`src/rtl/fg_trapezoid_gen.sv`:
```
// ----------------------------------------------------------------------------
// fg_trapezoid_gen
// Trapezoid / PWM waveform stage of the function generator. Owns its own
// period counter, double-buffers all waveform settings so they only change at
// period boundaries, adds a saturating signed DC offset and supports
// continuous or triggered one-shot operation.
//
// Ports:
//   clk_i, rst_i        clock, asynchronous active-high reset
//   clk_en_i            tick qualifier; state only advances when high
//   enable_i            run enable
//   oneshot_i           0 = continuous, 1 = one trapezoid per trigger
//   trigger_i           one-shot start request (only honoured in STOP)
//   period_i            last counter value of a period (period_i+1 ticks)
//   on_time_i           counter value at which the fall begins
//   k_rise_i, k_fall_i  unsigned slope steps per tick
//   amplitude_i         unsigned plateau value
//   offset_i            signed DC offset
//   out_o               saturated signed (val + offset)
//   period_start_o      one-cycle pulse after each start / wrap tick
//   busy_o              high while the generator is not stopped
// ----------------------------------------------------------------------------
module fg_trapezoid_gen #(
    parameter int unsigned COUNTER_BITWIDTH  = 32,
    parameter int unsigned WAVEFORM_BITWIDTH = 16
) (
    input  logic                                clk_i,
    input  logic                                rst_i,
    input  logic                                clk_en_i,
    input  logic                                enable_i,
    input  logic                                oneshot_i,
    input  logic                                trigger_i,
    input  logic        [COUNTER_BITWIDTH-1:0]  period_i,
    input  logic        [COUNTER_BITWIDTH-1:0]  on_time_i,
    input  logic        [WAVEFORM_BITWIDTH-1:0] k_rise_i,
    input  logic        [WAVEFORM_BITWIDTH-1:0] k_fall_i,
    input  logic        [WAVEFORM_BITWIDTH-1:0] amplitude_i,
    input  logic signed [WAVEFORM_BITWIDTH:0]   offset_i,
    output logic signed [WAVEFORM_BITWIDTH:0]   out_o,
    output logic                                period_start_o,
    output logic                                busy_o
);

    localparam int unsigned CW = COUNTER_BITWIDTH;
    localparam int unsigned W  = WAVEFORM_BITWIDTH;
    localparam logic [CW-1:0] CNT_ONE = {{(CW-1){1'b0}}, 1'b1};

    typedef enum logic [2:0] {
        ST_STOP,
        ST_RISE,
        ST_ON,
        ST_FALL,
        ST_LOW
    } state_t;

    state_t             state_q;
    logic [CW-1:0]      cnt_q;
    logic [W:0]         val_q;
    logic               period_start_q;
    logic               busy_q;

    // Shadow copies of the settings, refreshed only at period boundaries
    logic [CW-1:0]      period_q;
    logic [CW-1:0]      on_time_q;
    logic [W-1:0]       k_rise_q;
    logic [W-1:0]       k_fall_q;
    logic [W-1:0]       amp_q;
    logic signed [W:0]  offset_q;

    logic               start_req;
    logic               at_wrap;
    logic               at_on;
    logic               do_fall;
    logic               rise_full;
    logic               fall_empty;
    logic               shadow_load;
    logic [CW-1:0]      cnt_d;
    logic [W:0]         slope_d;
    logic [W:0]         kr_ext;
    logic [W:0]         kf_ext;
    logic [W:0]         amp_ext;
    logic signed [W+1:0] sum_d;

    assign start_req = enable_i && (!oneshot_i || trigger_i);
    assign at_wrap   = (cnt_q == period_q);
    assign at_on     = (cnt_q == on_time_q);
    assign cnt_d     = at_wrap ? '0 : cnt_q + CNT_ONE;
    assign kr_ext    = {1'b0, k_rise_q};
    assign kf_ext    = {1'b0, k_fall_q};
    assign amp_ext   = {1'b0, amp_q};

    // A fall step happens in FALL, or on the on_time tick of RISE/ON
    assign do_fall = (state_q == ST_FALL) ||
                     (((state_q == ST_RISE) || (state_q == ST_ON)) && at_on);

    // Single shared slope adder. val <= 2^W-1 so val+k_rise never overflows
    // W+1 bits, and subtraction is only used when val > k_fall.
    assign slope_d    = do_fall ? (val_q - kf_ext) : (val_q + kr_ext);
    assign rise_full  = (slope_d >= amp_ext);
    assign fall_empty = (val_q <= kf_ext);

    assign shadow_load = clk_en_i &&
                         (((state_q == ST_STOP) && start_req) ||
                          ((state_q != ST_STOP) && enable_i && at_wrap && !oneshot_i));

    always_ff @(posedge clk_i or posedge rst_i) begin
        if (rst_i) begin
            period_q  <= '0;
            on_time_q <= '0;
            k_rise_q  <= '0;
            k_fall_q  <= '0;
            amp_q     <= '0;
            offset_q  <= '0;
        end else if (shadow_load) begin
            period_q  <= period_i;
            on_time_q <= on_time_i;
            k_rise_q  <= k_rise_i;
            k_fall_q  <= k_fall_i;
            amp_q     <= amplitude_i;
            offset_q  <= offset_i;
        end
    end

    always_ff @(posedge clk_i or posedge rst_i) begin
        if (rst_i) begin
            state_q        <= ST_STOP;
            cnt_q          <= '0;
            val_q          <= '0;
            period_start_q <= 1'b0;
            busy_q         <= 1'b0;
        end else begin
            // Pulse is one clk_i cycle wide regardless of clk_en_i
            period_start_q <= 1'b0;
            if (clk_en_i) begin
                if (state_q == ST_STOP) begin
                    cnt_q <= '0;
                    val_q <= '0;
                    if (start_req) begin
                        state_q        <= ST_RISE;
                        busy_q         <= 1'b1;
                        period_start_q <= 1'b1;
                    end
                end else if (!enable_i) begin
                    state_q <= ST_STOP;
                    busy_q  <= 1'b0;
                    cnt_q   <= '0;
                    val_q   <= '0;
                end else if (at_wrap) begin
                    cnt_q <= '0;
                    if (oneshot_i) begin
                        state_q <= ST_STOP;
                        busy_q  <= 1'b0;
                        val_q   <= '0;
                    end else begin
                        // val is kept so a ramp carries across the boundary
                        state_q        <= ST_RISE;
                        period_start_q <= 1'b1;
                    end
                end else begin
                    cnt_q <= cnt_d;
                    if (do_fall) begin
                        if (fall_empty) begin
                            val_q   <= '0;
                            state_q <= ST_LOW;
                        end else begin
                            val_q   <= slope_d;
                            state_q <= ST_FALL;
                        end
                    end else begin
                        case (state_q)
                            ST_RISE: begin
                                if (rise_full) begin
                                    val_q   <= amp_ext;
                                    state_q <= ST_ON;
                                end else begin
                                    val_q <= slope_d;
                                end
                            end
                            ST_ON:   val_q <= amp_ext;
                            default: val_q <= '0;
                        endcase
                    end
                end
            end
        end
    end

    // Output: W+2-bit signed sum, clamped to the W+1-bit signed range
    assign sum_d = $signed({1'b0, val_q}) + $signed({offset_q[W], offset_q});

    always_comb begin
        out_o = sum_d[W:0];
        if (sum_d[W+1] != sum_d[W]) begin
            out_o = sum_d[W+1] ? {1'b1, {W{1'b0}}} : {1'b0, {W{1'b1}}};
        end
    end

    assign period_start_o = period_start_q;
    assign busy_o         = busy_q;

endmodule

```
`config.mk`:
```
export PLATFORM = sky130hd
export DESIGN_NAME = fg_trapezoid_gen
export DESIGN_NICKNAME = d
export VERILOG_FILES = /design/src/rtl/fg_trapezoid_gen.sv
export SDC_FILE = /design/constraint.sdc
export NUM_CORES = 1
export LEC_CHECK = 0
export ABC_CLOCK_PERIOD_IN_PS = 11000
export BUFFER_PORTS_ARGS = -buffer_cell sky130_fd_sc_hd__buf_2
export CORE_MARGIN = 2
export CORE_UTILIZATION = 50
export DETAILED_ROUTE_END_ITERATION = 16
export PLACE_DENSITY = 0.75
export SKIP_LAST_GASP = 1
export SLEW_MARGIN = 40
export SYNTH_ARGS = -nofsm -noshare
export SYNTH_HDL_FRONTEND = slang
export SYNTH_SLANG_ARGS = --single-unit
export TNS_END_PERCENT = 50
```
`constraint.sdc`:
```
create_clock -name clk_i -period 11 [get_ports clk_i]
set_input_delay 0.55 -clock clk_i [delete_from_list [all_inputs] [get_ports clk_i]]
set_output_delay 0.55 -clock clk_i [all_outputs]
set_load 0.05 [all_outputs]
```
==> results by group <==
Power and ir drop
  • Power, Total: 4.438 mW
  • Power per cell area: approximately 340 nW/um^2
  • Worst VDD drop: between 0.3 and 0.4 mV
  • Leak pwr: 6.594 nW

Timing
  • Crit path time final: 5.477 ns
  • Setup slack after layout: 5.523 ns
  • Worst hold margin: 0.2164 ns
  • Final setup fails: 0
  • Clock Skews: 0.01974 ns
  • Actual slew at the worst max-slew pin: between 0.8 and 0.9 ns
  • Max Freq: 182.6 MHz
  • Endpoints failing hold: 0
  • Fin. max-slew vios: 0
  • RSZ-0062 raised after global routing: no
  • Setup TNS: 0 ns
  • Max-slew headroom: 43.72%
  • Fin crit share: 49.79%

Synthesis
  • Post-Synth XOR/XNOR Area: 9.329%
  • Mux share of post-synthesis cell area: 1.785%
  • Simple-gate share of the synthesized area: approximately 23%
  • Synth Area in Compound Gates: 12.87%
  • Post-synth top flop: dfrtp_1
  • Syn nets: 1546
  • Largest family of logic cells by synthesized area: simple AND/OR/NAND/NOR gates
  • Post-Synth Adder-Cell Area: 8.015%
  • Netlist cell types: 71
  • Async SR Flop Fraction: 100.0%
  • Ys Warns: 0
  • Post-synthesis area per instance: 8.515 sq um
  • Synthesized area: 11430 sq um
  • EDFF count, synth: 0
  • Flops & latches, synth: 183
  • Cells after synthesis: 1342
  • Seq/Total Area, Yosys: 40.07%

Placement
  • Post-placement cell count: ~1700
  • Post-place setup slack: 5.697 ns
  • IO Port Bufs: 153
  • DP HPWL: 22630 microns
  • Routability congestion estimate: 0.9564
  • Cell Area, Placed: 12360 sq um

Clock tree
  • Root buffer selected by CTS: clkbuf_16
  • Clk sinks: around 180
  • CTS tree: built
  • Setup repair bufs after CTS: 0
  • Cts repair resizes: 0
  • Post-CTS Hold Buffers: 0
  • CTS Buf Count: 17
  • H-Tree Depth: 4
  • Skew-Pair Late Insertion Delay: 0.46 ns
  • Clock buffer depth: 2
  • Clk slew on worst S/H paths: 0.07 ns

Critical path
  • Worst path buffer plus inverter count: 2
  • Critical Path Source: state_q[0]
  • Worst reg2reg path startpoint: state_q[0]
  • Worst Setup EP: val_q[15]
  • CP startpoint kind: flop
  • Arrival @ worst endpoint: 5.81 ns
  • Critical path cell sequence: nand2b_1 -> a21oi_2 -> nand4_1 -> nor3_2 -> a31oi_4 -> buf_8 -> mux2i_1 -> inv_1 -> ha_1 -> and3_1 -> a221o_1 -> a221oi_1 -> a21oi_1 -> o22ai_1 -> and3_1 -> mux2i_2 -> and4_1 -> a211o_1
  • Most used cell, CP: and3_1
  • Crit path required time: 11.33 ns
  • Worst Path Max Fanout: 17
  • Crit path depth: 18
  • Setup CP Type: flop to flop
  • Flop-to-flop setup slack: 5.52 ns
  • Type of destination of the critical path: flop
  • Slowest cell on crit path: a21oi_2
  • Reg2reg end: val_q[15]
  • Max incr delay on CP: ~0.67 ns
  • Worst reg2reg path depth: 18
  • Critical path's top delay family: compound AO/OA/AOI/OAI gates

Drt
  • Vias: 9927
  • Antenna-violating nets left: 0
  • First-pass iteration count of the detailed router: 5
  • Post-Route WL: between 30000 and 40000 microns
  • Drc violations: 0
  • Via density: 5.631
  • Avg WL per Cell: 17.31 microns
  • Initial detailed-routing violation count: around 700

Global routing
  • Antenna violations before repair: 1
  • Tot GR Track Use: 25.82%
  • Largest net degree at the start of global routing: 105
  • Vias in the first global route: 9496
  • Total gr overflow: 0
  • First-pass GRT wire length: a little under 50000 microns

Cells and area
  • Post-layout util: 57.84%
  • Share of cells above drive strength 1: about 16%
  • Most frequent cells in the layout: nand2_1 (375), dfrtp_1 (183), buf_2 (153)
  • Fin nets: roughly 1700
  • Finished Layout Cells: roughly 1800
  • Design Area, Final: roughly 13000 sq um
  • Most common cell after layout, fill and taps aside: nand2_1
  • Layout area overhead: 13.89%
  • Fill count: 1991

Floorplan
  • DIE AREA: 24080 sq um
  • Starting density of the core: 50.78%
  • Rows: 55
  • Core Region: approximately 23000 sq um
  • Die width: approximately 160 microns
  • Num ports: 154
  • Die Y: 155.2 microns

Status
  • Status: finished, final reports clean

Min path
  • HP Class: input pin to asynchronous set/reset pin

Run
  • Maxcap violations: 0
==> report_power, final <==
group          total (mW)  internal [mW]  switching (mW)
combinational        2.58          0.951            1.63
sequential           1.19          0.933           0.256
clock               0.671          0.354           0.317
total                4.44           2.24            2.20
==> worst min-delay path by stage <==
stage	start	end	cells past startpoint
final	rst_i	k_rise_q[12]	2
after global routing	rst_i	k_fall_q[12]	2
after CTS	rst_i	k_rise_q[12]	2
after detailed placement	k_rise_q[9]	k_rise_q[9]	2
after global placement	offset_q[13]	offset_q[13]	2
after floorplan	k_fall_q[0]	k_fall_q[0]	2
==> state kept, by name, indices dropped and copies added (netlist names) <==
| register | flops |
|---|---|
| amp_q | 16 |
| busy_o | 1 |
| cnt_q | 32 |
| k_fall_q | 16 |
| k_rise_q | 16 |
| offset_q | 17 |
| on_time_q | 32 |
| period_q | 32 |
| period_start_o | 1 |
| state_q | 3 |
| val_q | 17 |
==> logic make-up (layout without fill, tap and decap cells) <==
kind of cell | count (synthesis) | after routing
other | 0 | 1
XOR/XNOR | 120 | 120
flip-flops | 183 | 183
AO/OA/AOI/OAI | 213 | 213
AND/OR/NAND/NOR | 600 | 600
buffers and inverters | 136 | 271
multiplexers | 18 | 18
adder cells (fa/ha/maj) | 72 | 72
==> cell usage after synthesis (4+ instances only) <==
cell	number	area, sq um
nand2_1	375	1408
dfrtp_1	183	4579
inv_1	80	300.3
o21ai_0	74	370.4
nor2_1	68	255.2
ha_1	66	825.8
xnor2_1	64	560.5
xor2_1	54	473.0
a21oi_1	38	190.2
nand4_1	36	225.2
nand3_1	28	140.1
clkbuf_1	26	97.59
buf_2	21	105.1
nor3_1	19	95.09
and3_1	17	106.4
nor4_1	16	100.1
o21a_1	15	112.6
a21o_1	12	90.09
nand2b_1	11	68.82
mux2i_1	10	100.1
o211ai_2	10	125.1
nor2b_1	8	50.05
a31oi_1	7	43.79
a211oi_1	6	45.04
mux2_2	6	67.56
o211ai_1	6	45.04
a21boi_0	5	37.54
or3_1	5	31.28
buf_1	4	15.01
buf_6	4	45.04
o21bai_1	4	30.03
o31ai_1	4	30.03
==> per-layer routing <==
metal | track usage, % | vias up | share of wire (%)
met5 | 0 | - | 0
met4 | 9.961 | 0 | 3.0
met3 | 5.097 | 63 | 7.2
met2 | 41.80 | 338 | 46
met1 | 34.41 | 4749 | 43
li1 | - | 4777 | -
==> worst reg2reg max path: stages (launching register included) <==
cell      delay (ns)
dfrtp_1         0.44
nand2b_1        0.22
a21oi_2         0.67
nand4_1         0.21
nor3_2          0.28
a31oi_4         0.16
buf_8           0.25
mux2i_1         0.25
inv_1           0.08
ha_1            0.29
and3_1          0.17
a221o_1         0.34
a221oi_1        0.28
a21oi_1         0.12
o22ai_1         0.58
and3_1          0.28
mux2i_2         0.24
and4_1          0.30
a211o_1         0.23
==> cell type report <==
type	count	area [sq um]	area share [%]
Clock inverter	15	226.5	1.740
Tap cell	285	356.6	2.740
Antenna cell	1	2.502	0.01923
Inverter	81	314.1	2.413
Multi-Input combinational cell	1023	6290	48.33
Timing Repair Buffer	158	820.8	6.306
Clock buffer	17	425.4	3.269
Sequential cell	183	4579	35.19
No activity file was read; power rests on OpenSTA's default activity.
